<file path="src/rtl/keypad_entry_buffer_if.sv">
// Keypad entry bus: key strobes in, presented code and status out.
//   key_valid/key_code      : one-cycle key strobe and its code
//   digit_a..digit_e        : presented code, 4'hF unless entry_valid
//   entry_valid             : complete code is being presented
//   digit_count             : digits currently held (0-5)
//   timeout                 : one-cycle pulse when a partial entry expires
// master = keypad side, slave = entry buffer.
interface keypad_entry_buffer_if;
    logic       key_valid;
    logic [3:0] key_code;
    logic [3:0] digit_a;
    logic [3:0] digit_b;
    logic [3:0] digit_c;
    logic [3:0] digit_d;
    logic [3:0] digit_e;
    logic       entry_valid;
    logic [2:0] digit_count;
    logic       timeout;

    modport master (
        output key_valid,
        output key_code,
        input  digit_a,
        input  digit_b,
        input  digit_c,
        input  digit_d,
        input  digit_e,
        input  entry_valid,
        input  digit_count,
        input  timeout
    );

    modport slave (
        input  key_valid,
        input  key_code,
        output digit_a,
        output digit_b,
        output digit_c,
        output digit_d,
        output digit_e,
        output entry_valid,
        output digit_count,
        output timeout
    );
endinterface

</file>
<file path="src/rtl/keypad_entry_buffer.sv">
// Keypad entry buffer for the five-digit combination lock.
// Collects key strobes into five digit slots with backspace, clear and an
// inter-key timeout, then presents the completed code for HOLD_CYCLES cycles.
// Ports:
//   clk : rising-edge system clock
//   rst : asynchronous active-high reset
//   bus : keypad_entry_buffer_if.slave (key strobe in, code/status out)
module keypad_entry_buffer #(
    parameter int unsigned TIMEOUT_CYCLES = 50000000,
    parameter int unsigned HOLD_CYCLES    = 4
) (
    input  logic                  clk,
    input  logic                  rst,
    keypad_entry_buffer_if.slave  bus
);

    localparam int unsigned TIMER_W = (TIMEOUT_CYCLES > 2) ? $clog2(TIMEOUT_CYCLES) : 1;
    localparam int unsigned HOLD_W  = (HOLD_CYCLES > 1) ? $clog2(HOLD_CYCLES) : 1;
    localparam int unsigned NUM_DIGITS = 5;
    localparam logic [3:0]  BLANK   = 4'hF;
    localparam logic [3:0]  KEY_BKSP  = 4'hE;
    localparam logic [3:0]  KEY_CLEAR = 4'hF;

    typedef enum logic [1:0] {
        IDLE    = 2'd0,
        COLLECT = 2'd1,
        PRESENT = 2'd2
    } state_t;

    state_t              state;
    logic [3:0]          slot [NUM_DIGITS];
    logic [3:0]          dout [NUM_DIGITS];
    logic [2:0]          count;
    logic [TIMER_W-1:0]  timer;
    logic [HOLD_W-1:0]   hold;
    logic                entry_valid_q;
    logic                timeout_q;

    // Key decode; codes 0xA-0xD decode to nothing and are ignored.
    logic is_digit_c;
    logic is_bksp_c;
    logic is_clear_c;
    logic expire_c;

    assign is_digit_c = bus.key_valid && (bus.key_code <= 4'd9);
    assign is_bksp_c  = bus.key_valid && (bus.key_code == KEY_BKSP);
    assign is_clear_c = bus.key_valid && (bus.key_code == KEY_CLEAR);
    // This idle edge would bring the timer to TIMEOUT_CYCLES-1.
    assign expire_c   = (timer == TIMER_W'(TIMEOUT_CYCLES - 2));

    // Entry state machine with registered outputs.
    always_ff @(posedge clk or posedge rst) begin
        if (rst) begin
            state         <= IDLE;
            count         <= 3'd0;
            timer         <= '0;
            hold          <= '0;
            entry_valid_q <= 1'b0;
            timeout_q     <= 1'b0;
            for (int i = 0; i < int'(NUM_DIGITS); i++) begin
                slot[i] <= BLANK;
                dout[i] <= BLANK;
            end
        end else begin
            timeout_q <= 1'b0;
            case (state)
                IDLE: begin
                    timer <= '0;
                    if (is_digit_c) begin
                        slot[0] <= bus.key_code;
                        count   <= 3'd1;
                        state   <= COLLECT;
                    end
                end

                COLLECT: begin
                    if (is_digit_c) begin
                        slot[count] <= bus.key_code;
                        count       <= count + 3'd1;
                        timer       <= '0;
                        if (count == 3'd4) begin
                            // Fifth digit: latch the full code into the output registers.
                            state         <= PRESENT;
                            hold          <= '0;
                            entry_valid_q <= 1'b1;
                            for (int i = 0; i < 4; i++) begin
                                dout[i] <= slot[i];
                            end
                            dout[4] <= bus.key_code;
                        end
                    end else if (is_bksp_c) begin
                        slot[count - 3'd1] <= BLANK;
                        count              <= count - 3'd1;
                        timer              <= '0;
                        if (count == 3'd1) begin
                            state <= IDLE;
                        end
                    end else if (is_clear_c) begin
                        for (int i = 0; i < int'(NUM_DIGITS); i++) begin
                            slot[i] <= BLANK;
                        end
                        count <= 3'd0;
                        timer <= '0;
                        state <= IDLE;
                    end else if (expire_c) begin
                        for (int i = 0; i < int'(NUM_DIGITS); i++) begin
                            slot[i] <= BLANK;
                        end
                        count     <= 3'd0;
                        timer     <= '0;
                        timeout_q <= 1'b1;
                        state     <= IDLE;
                    end else begin
                        timer <= timer + TIMER_W'(1);
                    end
                end

                PRESENT: begin
                    // Keys are ignored for the whole window, including the exit edge.
                    timer <= '0;
                    if (hold == HOLD_W'(HOLD_CYCLES - 1)) begin
                        state         <= IDLE;
                        count         <= 3'd0;
                        entry_valid_q <= 1'b0;
                        for (int i = 0; i < int'(NUM_DIGITS); i++) begin
                            slot[i] <= BLANK;
                            dout[i] <= BLANK;
                        end
                    end else begin
                        hold <= hold + HOLD_W'(1);
                    end
                end

                default: begin
                    state <= IDLE;
                    count <= 3'd0;
                    timer <= '0;
                end
            endcase
        end
    end

    assign bus.digit_a     = dout[0];
    assign bus.digit_b     = dout[1];
    assign bus.digit_c     = dout[2];
    assign bus.digit_d     = dout[3];
    assign bus.digit_e     = dout[4];
    assign bus.entry_valid = entry_valid_q;
    assign bus.digit_count = count;
    assign bus.timeout     = timeout_q;

endmodule

</file>
<file path="src/flat_wrapper.sv">
// flat-port wrapper written by rule: the top's interface ports become plain ports
module keypad_entry_buffer_flat 
#(
    parameter int unsigned TIMEOUT_CYCLES = 50000000,
    parameter int unsigned HOLD_CYCLES    = 4
)
  (clk, rst, bus_key_valid, bus_key_code, bus_digit_a, bus_digit_b, bus_digit_c, bus_digit_d, bus_digit_e, bus_entry_valid, bus_digit_count, bus_timeout);
  keypad_entry_buffer_if bus_i ();
  input  logic clk;
  input  logic rst;
  input wire logic [$bits(bus_i.key_valid)-1:0] bus_key_valid;
  input wire logic [$bits(bus_i.key_code)-1:0] bus_key_code;
  output wire logic [$bits(bus_i.digit_a)-1:0] bus_digit_a;
  output wire logic [$bits(bus_i.digit_b)-1:0] bus_digit_b;
  output wire logic [$bits(bus_i.digit_c)-1:0] bus_digit_c;
  output wire logic [$bits(bus_i.digit_d)-1:0] bus_digit_d;
  output wire logic [$bits(bus_i.digit_e)-1:0] bus_digit_e;
  output wire logic [$bits(bus_i.entry_valid)-1:0] bus_entry_valid;
  output wire logic [$bits(bus_i.digit_count)-1:0] bus_digit_count;
  output wire logic [$bits(bus_i.timeout)-1:0] bus_timeout;
  assign bus_i.key_valid = bus_key_valid;
  assign bus_i.key_code = bus_key_code;
  assign bus_digit_a = bus_i.digit_a;
  assign bus_digit_b = bus_i.digit_b;
  assign bus_digit_c = bus_i.digit_c;
  assign bus_digit_d = bus_i.digit_d;
  assign bus_digit_e = bus_i.digit_e;
  assign bus_entry_valid = bus_i.entry_valid;
  assign bus_digit_count = bus_i.digit_count;
  assign bus_timeout = bus_i.timeout;
  keypad_entry_buffer #(.TIMEOUT_CYCLES(TIMEOUT_CYCLES), .HOLD_CYCLES(HOLD_CYCLES)) u_core (.clk(clk), .rst(rst), .bus(bus_i));
endmodule
</file>
<file path="config.mk">
export PLATFORM = sky130hd
export DESIGN_NAME = keypad_entry_buffer_flat
export DESIGN_NICKNAME = d
export VERILOG_FILES = /design/src/rtl/keypad_entry_buffer_if.sv /design/src/rtl/keypad_entry_buffer.sv /design/src/flat_wrapper.sv
export SDC_FILE = /design/constraint.sdc
export NUM_CORES = 1
export LEC_CHECK = 0
export CORE_MARGIN = 2
export CORE_UTILIZATION = 58
export CTS_BUF_LIST = sky130_fd_sc_hd__clkbuf_16
export CTS_CLUSTER_SIZE = 8
export DETAILED_ROUTE_END_ITERATION = 10
export PLACE_DENSITY_LB_ADDON = 0.12
export SYNTH_ARGS = -nofsm -noshare
export SYNTH_HDL_FRONTEND = slang
export SYNTH_SLANG_ARGS = --single-unit
</file>
<file path="constraint.sdc">
create_clock -name clk -period 2.9 [get_ports clk]
set_input_delay 0.87 -clock clk [delete_from_list [all_inputs] [get_ports clk]]
set_output_delay 0.87 -clock clk [all_outputs]
set_load 0.02 [all_outputs]
</file>
==> results.md, run 1 <==
* Run status: finished, final reports clean
* TritonCTS Buffers at 9
* Count of cell types in the netlist at 50
* Initial core utilization at 61.0%
* Clk Tree Root Cell: sky130_fd_sc_hd__clkbuf_16
* Area growth, synth to finish at 22.9%
* RD Place Congestion at 1.00
* Area leader, netlist: sky130_fd_sc_hd__dfstp_2
* Buffer count from post-CTS setup fixing at 0
* Required time reported for the critical path endpoint at 3.18 ns
* Register bit total from synthesis at 71
* Synth cell count leaders: 43 x sky130_fd_sc_hd__nor2_1, 36 x sky130_fd_sc_hd__dfstp_2, 35 x sky130_fd_sc_hd__dfrtp_1
* Relative contribution of sequential cells to total power at 35.3%
* Die Height at 83.4 µm
* Vias in the first global route at 2,912
* Chain of cells forming the critical path: clkdlybuf4s50_1 > and3b_1 > and3_1 > buf_4 > a22o_1 > a221oi_1 > buf_4 > o22a_1
* Post-CTS Hold Buffers at 0
* Fin crit period at 2.58 ns
* Cell leakage power at 1.91 nW
* Global-route total usage across every layer at 24.6%
* ANT nets after route at 0
* Global-route wire length before repair at 13,800 µm
* Worst slew pin tran at 0.746 ns
* Die span in x at 83.4 µm
* Most instantiated library cell after synthesis: sky130_fd_sc_hd__nor2_1
* Final-report max-slew violation count at 0
* Drt initial violations at 231
* Synth Net Count at 383
* Antenna Cells at 0
* Category of the most critical setup path: in -> reg
* Total Power at 0.00375 W
* Count of port buffers added during placement at 31
* Number of failing hold endpoints at the final stage at 0
* Final clock period utilization by the worst path at 88.9%
* Top FF cell, synth: sky130_fd_sc_hd__dfstp_2
* Clock transition at the registers of the reported paths at 0.06 ns
* Max-capacitance violation count at 0
* Logic depth of the worst register-to-register path at 8
* Worst skew pair latency at 0.33 ns
* Die outline area at 6950 µm²
* Final count of negative-setup-slack endpoints at 0
* Worst-case clock skew at 0.00787 ns
* Routed wirelength normalized by instance count at 16.5 µm
* Total routed wirelength at 8040 µm
* Worst hold path endpoint: u_core.slot[7]$_DFFE_PP1P_
* Part of the Yosys area used for sequential elements at 49.9%
* Pin count of the biggest net entering global routing at 32
* Placeable core region at 5990 µm²
* Arrival @ worst endpoint at 2.85 ns
* Maximum clock rate at 388 MHz
* Syn Std Cell Area at 3650 µm²
* Hold Path Class: reg -> reg
* Post-cts repair resize count at 0
* Dominant cell type by count on the critical path: sky130_fd_sc_hd__buf_4
* Number of enable-type register cells in the synthesized netlist at 0
* Hold wc startpoint: u_core.slot[7]$_DFFE_PP1P_
* Leading post-synthesis cells by cell area: sky130_fd_sc_hd__dfstp_2 26%, sky130_fd_sc_hd__dfrtp_1 24%, sky130_fd_sc_hd__o22a_1 5.8%
* Layout Nets at 425
* Fraction of final layout cells sized beyond drive strength 1 at 18.7%
* Length of the first detailed-routing pass in iterations at 4
* Net Sw Power at 0.00129 W
* Setup repair after global routing missed its margin: no
* Maximum single-stage delay on the critical path at 0.50 ns
* Post-detail-place hpwl at 5690 µm
* Num Clock Sinks at 71
* Num ports at 32
* Worst vdd rail ir drop at 502 µV
* Worst hold path cell count at 2
* Worst flop-to-flop path endpoint: u_core.slot[11]$_DFFE_PP1P_
* Switching power as a share of total power at 34.3%
* Async set-or-reset flop fraction in the synthesized netlist at 100%
* Mean post-synth cell area at 10.0 µm²
* Max stage delay cell, worst path: sky130_fd_sc_hd__clkdlybuf4s50_1
* Core Rows at 28
* Comb pwr share at 33.2%
* Mean number of vias per cell at 5.95
* Source of the worst register-to-register timing path: u_core.bus.digit_count[0]$_DFFE_PP0P_
* Total Neg Setup Slack at 0 ns
* Initial antenna violation count at 0
* Clock tree from TritonCTS: yes
* Worst-case headroom to the max-slew limit at 50.1%
* Synthesis Warnings at 0
* Flop2flop setup slack at 0.35 ns
* Vias at 2,897
* Area share of the largest cell type after synthesis at 25.9%
* Crit path max-delay family: buffers and inverters
* Cell internal pwr at 0.00246 W
* Crit. End Element: flop
* Critical path fanouts, max at 5
* Final routed DRC violation total at 0
* CP Buf/Inv Count at 3
* Fraction of power consumed by the clock network at 31.5%
* Maximum buffer depth of the clock tree at 2
* Total power divided by cell area at 836 nW/µm²
* Syn Inst Count at 365
* Overflow left after global routing at 0
* Critical path launch point type: input pin
* H-tree depth reported by CTS at 3
[worst max-delay path by stage]
stage,from,depth (start not counted),to
global route,bus_key_valid,6,u_core.state[0]$_DFFE_PP0P_
CTS,bus_key_code[1],6,u_core.state[0]$_DFFE_PP0P_
detailed placement,bus_key_code[1],6,u_core.state[0]$_DFFE_PP0P_
finish,bus_key_code[1],8,u_core.slot[11]$_DFFE_PP1P_
floorplan,rst,1,u_core.bus.digit_count[0]$_DFFE_PP0P_
global placement,bus_key_code[1],8,u_core.slot[11]$_DFFE_PP1P_
[worst reg2reg max path: cells and delay by family (launching register included)]
kind / cells / cell delay [ns]
XOR/XNOR: 1 / 0.19
adder cells (fa/ha/maj): 1 / 0.32
AO/OA/AOI/OAI: 3 / 0.71
flip-flops: 1 / 0.52
AND/OR/NAND/NOR: 1 / 0.33
buffers and inverters: 2 / 0.42
[cells by family (layout without fill, tap and decap cells)]
family / Yosys count / count (layout) / share of synthesized area [%]
buffers and inverters: 41 / 88 / 4.52
XOR/XNOR: 27 / 27 / 6.47
adder cells (fa/ha/maj): 11 / 11 / 3.77
AND/OR/NAND/NOR: 132 / 132 / 18.4
AO/OA/AOI/OAI: 78 / 78 / 15.5
multiplexers: 5 / 5 / 1.44
flip-flops: 71 / 71 / 49.9
[cell usage in the layout, fill, tap and decap left out, drive strengths merged, types with 11 or more instances in the layout]
cell type and n:
clkdlybuf4s50 31, a21oi 18, dfrtp 35, inv 26
nor2 43, nor3 12, xor2 18, o22a 24
ha 11, nand2 23, buf 19, clkbuf 11
dfstp 36, nand3 13
[sequential cells by signal, summed over array words and instances (netlist names)]
signal	count
u_core.bus.entry_valid	1
u_core.bus.digit_count	3
u_core.bus.digit_b	4
u_core.bus.digit_c	4
u_core.timer	26
u_core.bus.digit_d	4
u_core.hold	2
u_core.state	2
u_core.slot	16
u_core.bus.timeout	1
u_core.bus.digit_e	4
u_core.bus.digit_a	4
[power by group through the flow]
| stage | clock network (W) | logic (W) | registers (W) |
|---|---|---|---|
| global placement | 0 | 0.00120 | 0.00133 |
| global route | 0.00125 | 0.00137 | 0.00134 |
| detailed placement | 0 | 0.00122 | 0.00134 |
| floorplan | 0 | 0.000842 | 0.00134 |
| CTS | 0.00121 | 0.00123 | 0.00132 |
| finish | 0.00118 | 0.00124 | 0.00132 |
[area by class of cell]
type / count / area (µm²)
inverters: 22 / 82.6
flip-flops and latches: 71 / 1820
clock buffers: 11 / 275
multi-input cells: 253 / 1670
repair buffers: 50 / 490
well taps: 75 / 93.8
clock inverters: 5 / 57.6
fillers: 421 / 1500
[through the flow]
| stage | area, µm² | hold slack, ns | worst slack (ns) | instances | util [%] |
|---|---|---|---|---|---|
| floorplan | 3650 | 0.440 | 0.293 | 365 | - |
| global placement | 4150 | 0.448 | 0.0551 | 471 | 69.3 |
| detailed placement | 4150 | 0.451 | 0.0288 | 471 | 69.3 |
| CTS | 4490 | 0.459 | 0.355 | 487 | 74.9 |
| global route | 4490 | 0.485 | 0.139 | 487 | 74.9 |
| finish | 4490 | 0.459 | 0.321 | 487 | 74.9 |
[per-layer routing]
metal | GRT usage (%) | share of wire [%] | up-vias
li1 | - | - | 1383
met1 | 31.4 | 43 | 1413
met2 | 41.5 | 51 | 85
met3 | 4.97 | 4.6 | 16
met4 | 9.24 | 1.7 | 0
met5 | 0 | 0 | -
Power figures use the tool's default switching activity.
==> run 2: changes to the inputs <==
--- a/config.mk
+++ b/config.mk
@@ -6,7 +6,7 @@
 export NUM_CORES = 1
 export LEC_CHECK = 0
 export CORE_MARGIN = 2
-export CORE_UTILIZATION = 58
+export CORE_UTILIZATION = 45
 export CTS_BUF_LIST = sky130_fd_sc_hd__clkbuf_16
 export CTS_CLUSTER_SIZE = 8
 export DETAILED_ROUTE_END_ITERATION = 10
==> results.md, run 2 (same netlist as run 1, synthesis figures left out) <==
* Run status: finished, final reports clean
* Clk Tree Root Cell: sky130_fd_sc_hd__clkbuf_16
* Net Sw Power at 0.00129 W
* Fraction of power consumed by the clock network at 30.1%
* Hold Path Class: reg -> reg
* Biggest registers after layout: u_core.timer (26), u_core.slot (16)
* Termination of the worst setup path: u_core.slot[5]$_DFFE_PP1P_
* Maximum buffer depth of the clock tree at 2
* RD Place Congestion at 0.910
* Critical path launch point type: input pin
* Commonest non-fill, non-tap cells in the layout: 43 x sky130_fd_sc_hd__nor2_1, 36 x sky130_fd_sc_hd__dfstp_2, 35 x sky130_fd_sc_hd__dfrtp_1, 31 x sky130_fd_sc_hd__clkdlybuf4s50_1
* Maximum clock rate at 378 MHz
* Crit. End Element: flop
* Initial antenna violation count at 0
* Number of failing hold endpoints at the final stage at 0
* Flop2flop setup slack at 0.49 ns
* TritonCTS Buffers at 9
* Relative contribution of sequential cells to total power at 34.8%
* Max-capacitance violation count at 0
* Switching power as a share of total power at 34.5%
* Antenna Cells at 0
* Num ports at 32
* Required time reported for the critical path endpoint at 3.15 ns
* Worst flop-to-flop path endpoint: u_core.state[0]$_DFFE_PP0P_
* Final count of negative-setup-slack endpoints at 0
* Die span in x at 94.1 µm
* Overflow left after global routing at 0
* Logic depth of the worst register-to-register path at 5
* Clock tree from TritonCTS: yes
* Worst Setup SP: bus_key_code[2]
* Initial core utilization at 46.8%
* Cell internal pwr at 0.00244 W
* Drt initial violations at 192
* Setup repair after global routing missed its margin: no
* Total power divided by cell area at 822 nW/µm²
* Buffer count from post-CTS setup fixing at 0
* Most common cell after layout, fill and taps aside: sky130_fd_sc_hd__nor2_1
* Comb pwr share at 35.1%
* Post-CTS Hold Buffers at 0
* Category of the most critical setup path: in -> reg
* Final clock period utilization by the worst path at 91.1%
* Area growth, synth to finish at 24.2%
* Mean number of vias per cell at 5.47
* Worst vdd rail ir drop at 411 µV
* Post-placement cell area at 4230 µm²
* Layout Nets at 432
* Pin count of the biggest net entering global routing at 32
* Final-report max-slew violation count at 0
* Core Rows at 32
* Length of the first detailed-routing pass in iterations at 4
* Final design area excluding fillers at 4540 µm²
* Clock transition at the registers of the reported paths at 0.06 ns
* H-tree depth reported by CTS at 3
* Utilization of the core after routing at 58.1%
* Vias at 2,852
* Worst-case clock skew at 0.00976 ns
* Cell leakage power at 1.93 nW
* Total routed wirelength at 8330 µm
* Register with the most flip-flops: u_core.timer
* Num Clock Sinks at 71
* ANT nets after route at 0
* Flip-flop count of the largest register after layout at 26
* Worst slew pin tran at 0.725 ns
* Post-cts repair resize count at 0
* Global-route wire length before repair at 14,300 µm
* Final routed DRC violation total at 0
* Placeable core region at 7810 µm²
* Fin crit period at 2.64 ns
* Post-detail-place hpwl at 6100 µm
* Die outline area at 8850 µm²
* Total Neg Setup Slack at 0 ns
* Vias in the first global route at 2,940
* Source of the worst register-to-register timing path: u_core.timer[9]$_DFF_PP0_
* Critical path fanouts, max at 9
* Fraction of final layout cells sized beyond drive strength 1 at 20.0%
* Routed wirelength normalized by instance count at 16.0 µm
* Worst skew pair latency at 0.33 ns
* Arrival @ worst endpoint at 2.89 ns
* Count of port buffers added during placement at 31
* Global-route total usage across every layer at 20.9%
* Worst-case headroom to the max-slew limit at 51.6%
* Die Height at 94.1 µm
-- run 2: changes by cell type in the layout (fill, tap and decap cells not counted) --
| cell | before | now |
|---|---|---|
| sky130_fd_sc_hd__clkinv_2 | 0 | 2 |
| sky130_fd_sc_hd__buf_12 | 3 | 2 |
| sky130_fd_sc_hd__buf_4 | 16 | 24 |
| sky130_fd_sc_hd__clkbuf_16 | 11 | 10 |
| sky130_fd_sc_hd__clkinv_4 | 0 | 1 |
| sky130_fd_sc_hd__inv_6 | 2 | 0 |
-- run 2: how the worst min path moves through the flow --
stage               cells past startpoint                        start                     endpoint  slack, ns
finish                                  2   u_core.slot[6]$_DFFE_PP1P_   u_core.slot[6]$_DFFE_PP1P_       0.46
global placement                        2   u_core.slot[4]$_DFFE_PP1P_   u_core.slot[4]$_DFFE_PP1P_       0.45
CTS                                     2   u_core.slot[6]$_DFFE_PP1P_   u_core.slot[6]$_DFFE_PP1P_       0.46
global route                            2   u_core.slot[5]$_DFFE_PP1P_   u_core.slot[5]$_DFFE_PP1P_       0.48
detailed placement                      2   u_core.slot[6]$_DFFE_PP1P_   u_core.slot[6]$_DFFE_PP1P_       0.45
floorplan                               2  u_core.slot[12]$_DFFE_PP1P_  u_core.slot[12]$_DFFE_PP1P_       0.44
-- run 2: through the flow --
step	hold WS (ns)	setup slack (ns)	total power (W)	instances
after global routing	0.483	0.0809	0.00398	521
after global placement	0.452	-0.00705	0.00260	505
after floorplan	0.440	0.293	0.00218	365
final	0.460	0.257	0.00373	521
after detailed placement	0.450	-0.0378	0.00262	505
after CTS	0.460	0.264	0.00375	521
-- run 2: metal layers --
| metal | up-vias | global-route usage (%) | share of wire, % |
|---|---|---|---|
| met1 | 1382 | 26.7 | 45 |
| met3 | 11 | 3.77 | 4.3 |
| met5 | - | 0 | 0 |
| met4 | 0 | 7.85 | 1.4 |
| met2 | 67 | 35.4 | 49 |
| li1 | 1392 | - | - |
-- run 2: layout make-up --
cell class / instances / area, µm²
clock buffers: 10 / 250
clock inverters: 6 / 58.8
fillers: 688 / 3270
inverters: 22 / 82.6
multi-input cells: 253 / 1670
flip-flops and latches: 71 / 1820
well taps: 102 / 128
repair buffers: 57 / 531
-- run 2: power groups by stage --
stage | Combinational (W) | Clock (W) | Sequential, W
6_report | 0.00131 | 0.00112 | 0.00130
5_1_grt | 0.00146 | 0.00120 | 0.00132
4_1_cts | 0.00131 | 0.00114 | 0.00130
3_5_place_dp | 0.00131 | 0 | 0.00131
3_3_place_gp | 0.00129 | 0 | 0.00131
2_1_floorplan | 0.000842 | 0 | 0.00134
-- run 2: critical path, stage by stage --
cell and delay [ns]:
sky130_fd_sc_hd__clkdlybuf4s50_1 0.50, sky130_fd_sc_hd__buf_4 0.22, sky130_fd_sc_hd__o21ai_0 0.38, sky130_fd_sc_hd__nand2_1 0.14, sky130_fd_sc_hd__or4_1 0.59, sky130_fd_sc_hd__nor2_1 0.14
sky130_fd_sc_hd__a21oi_1 0.05
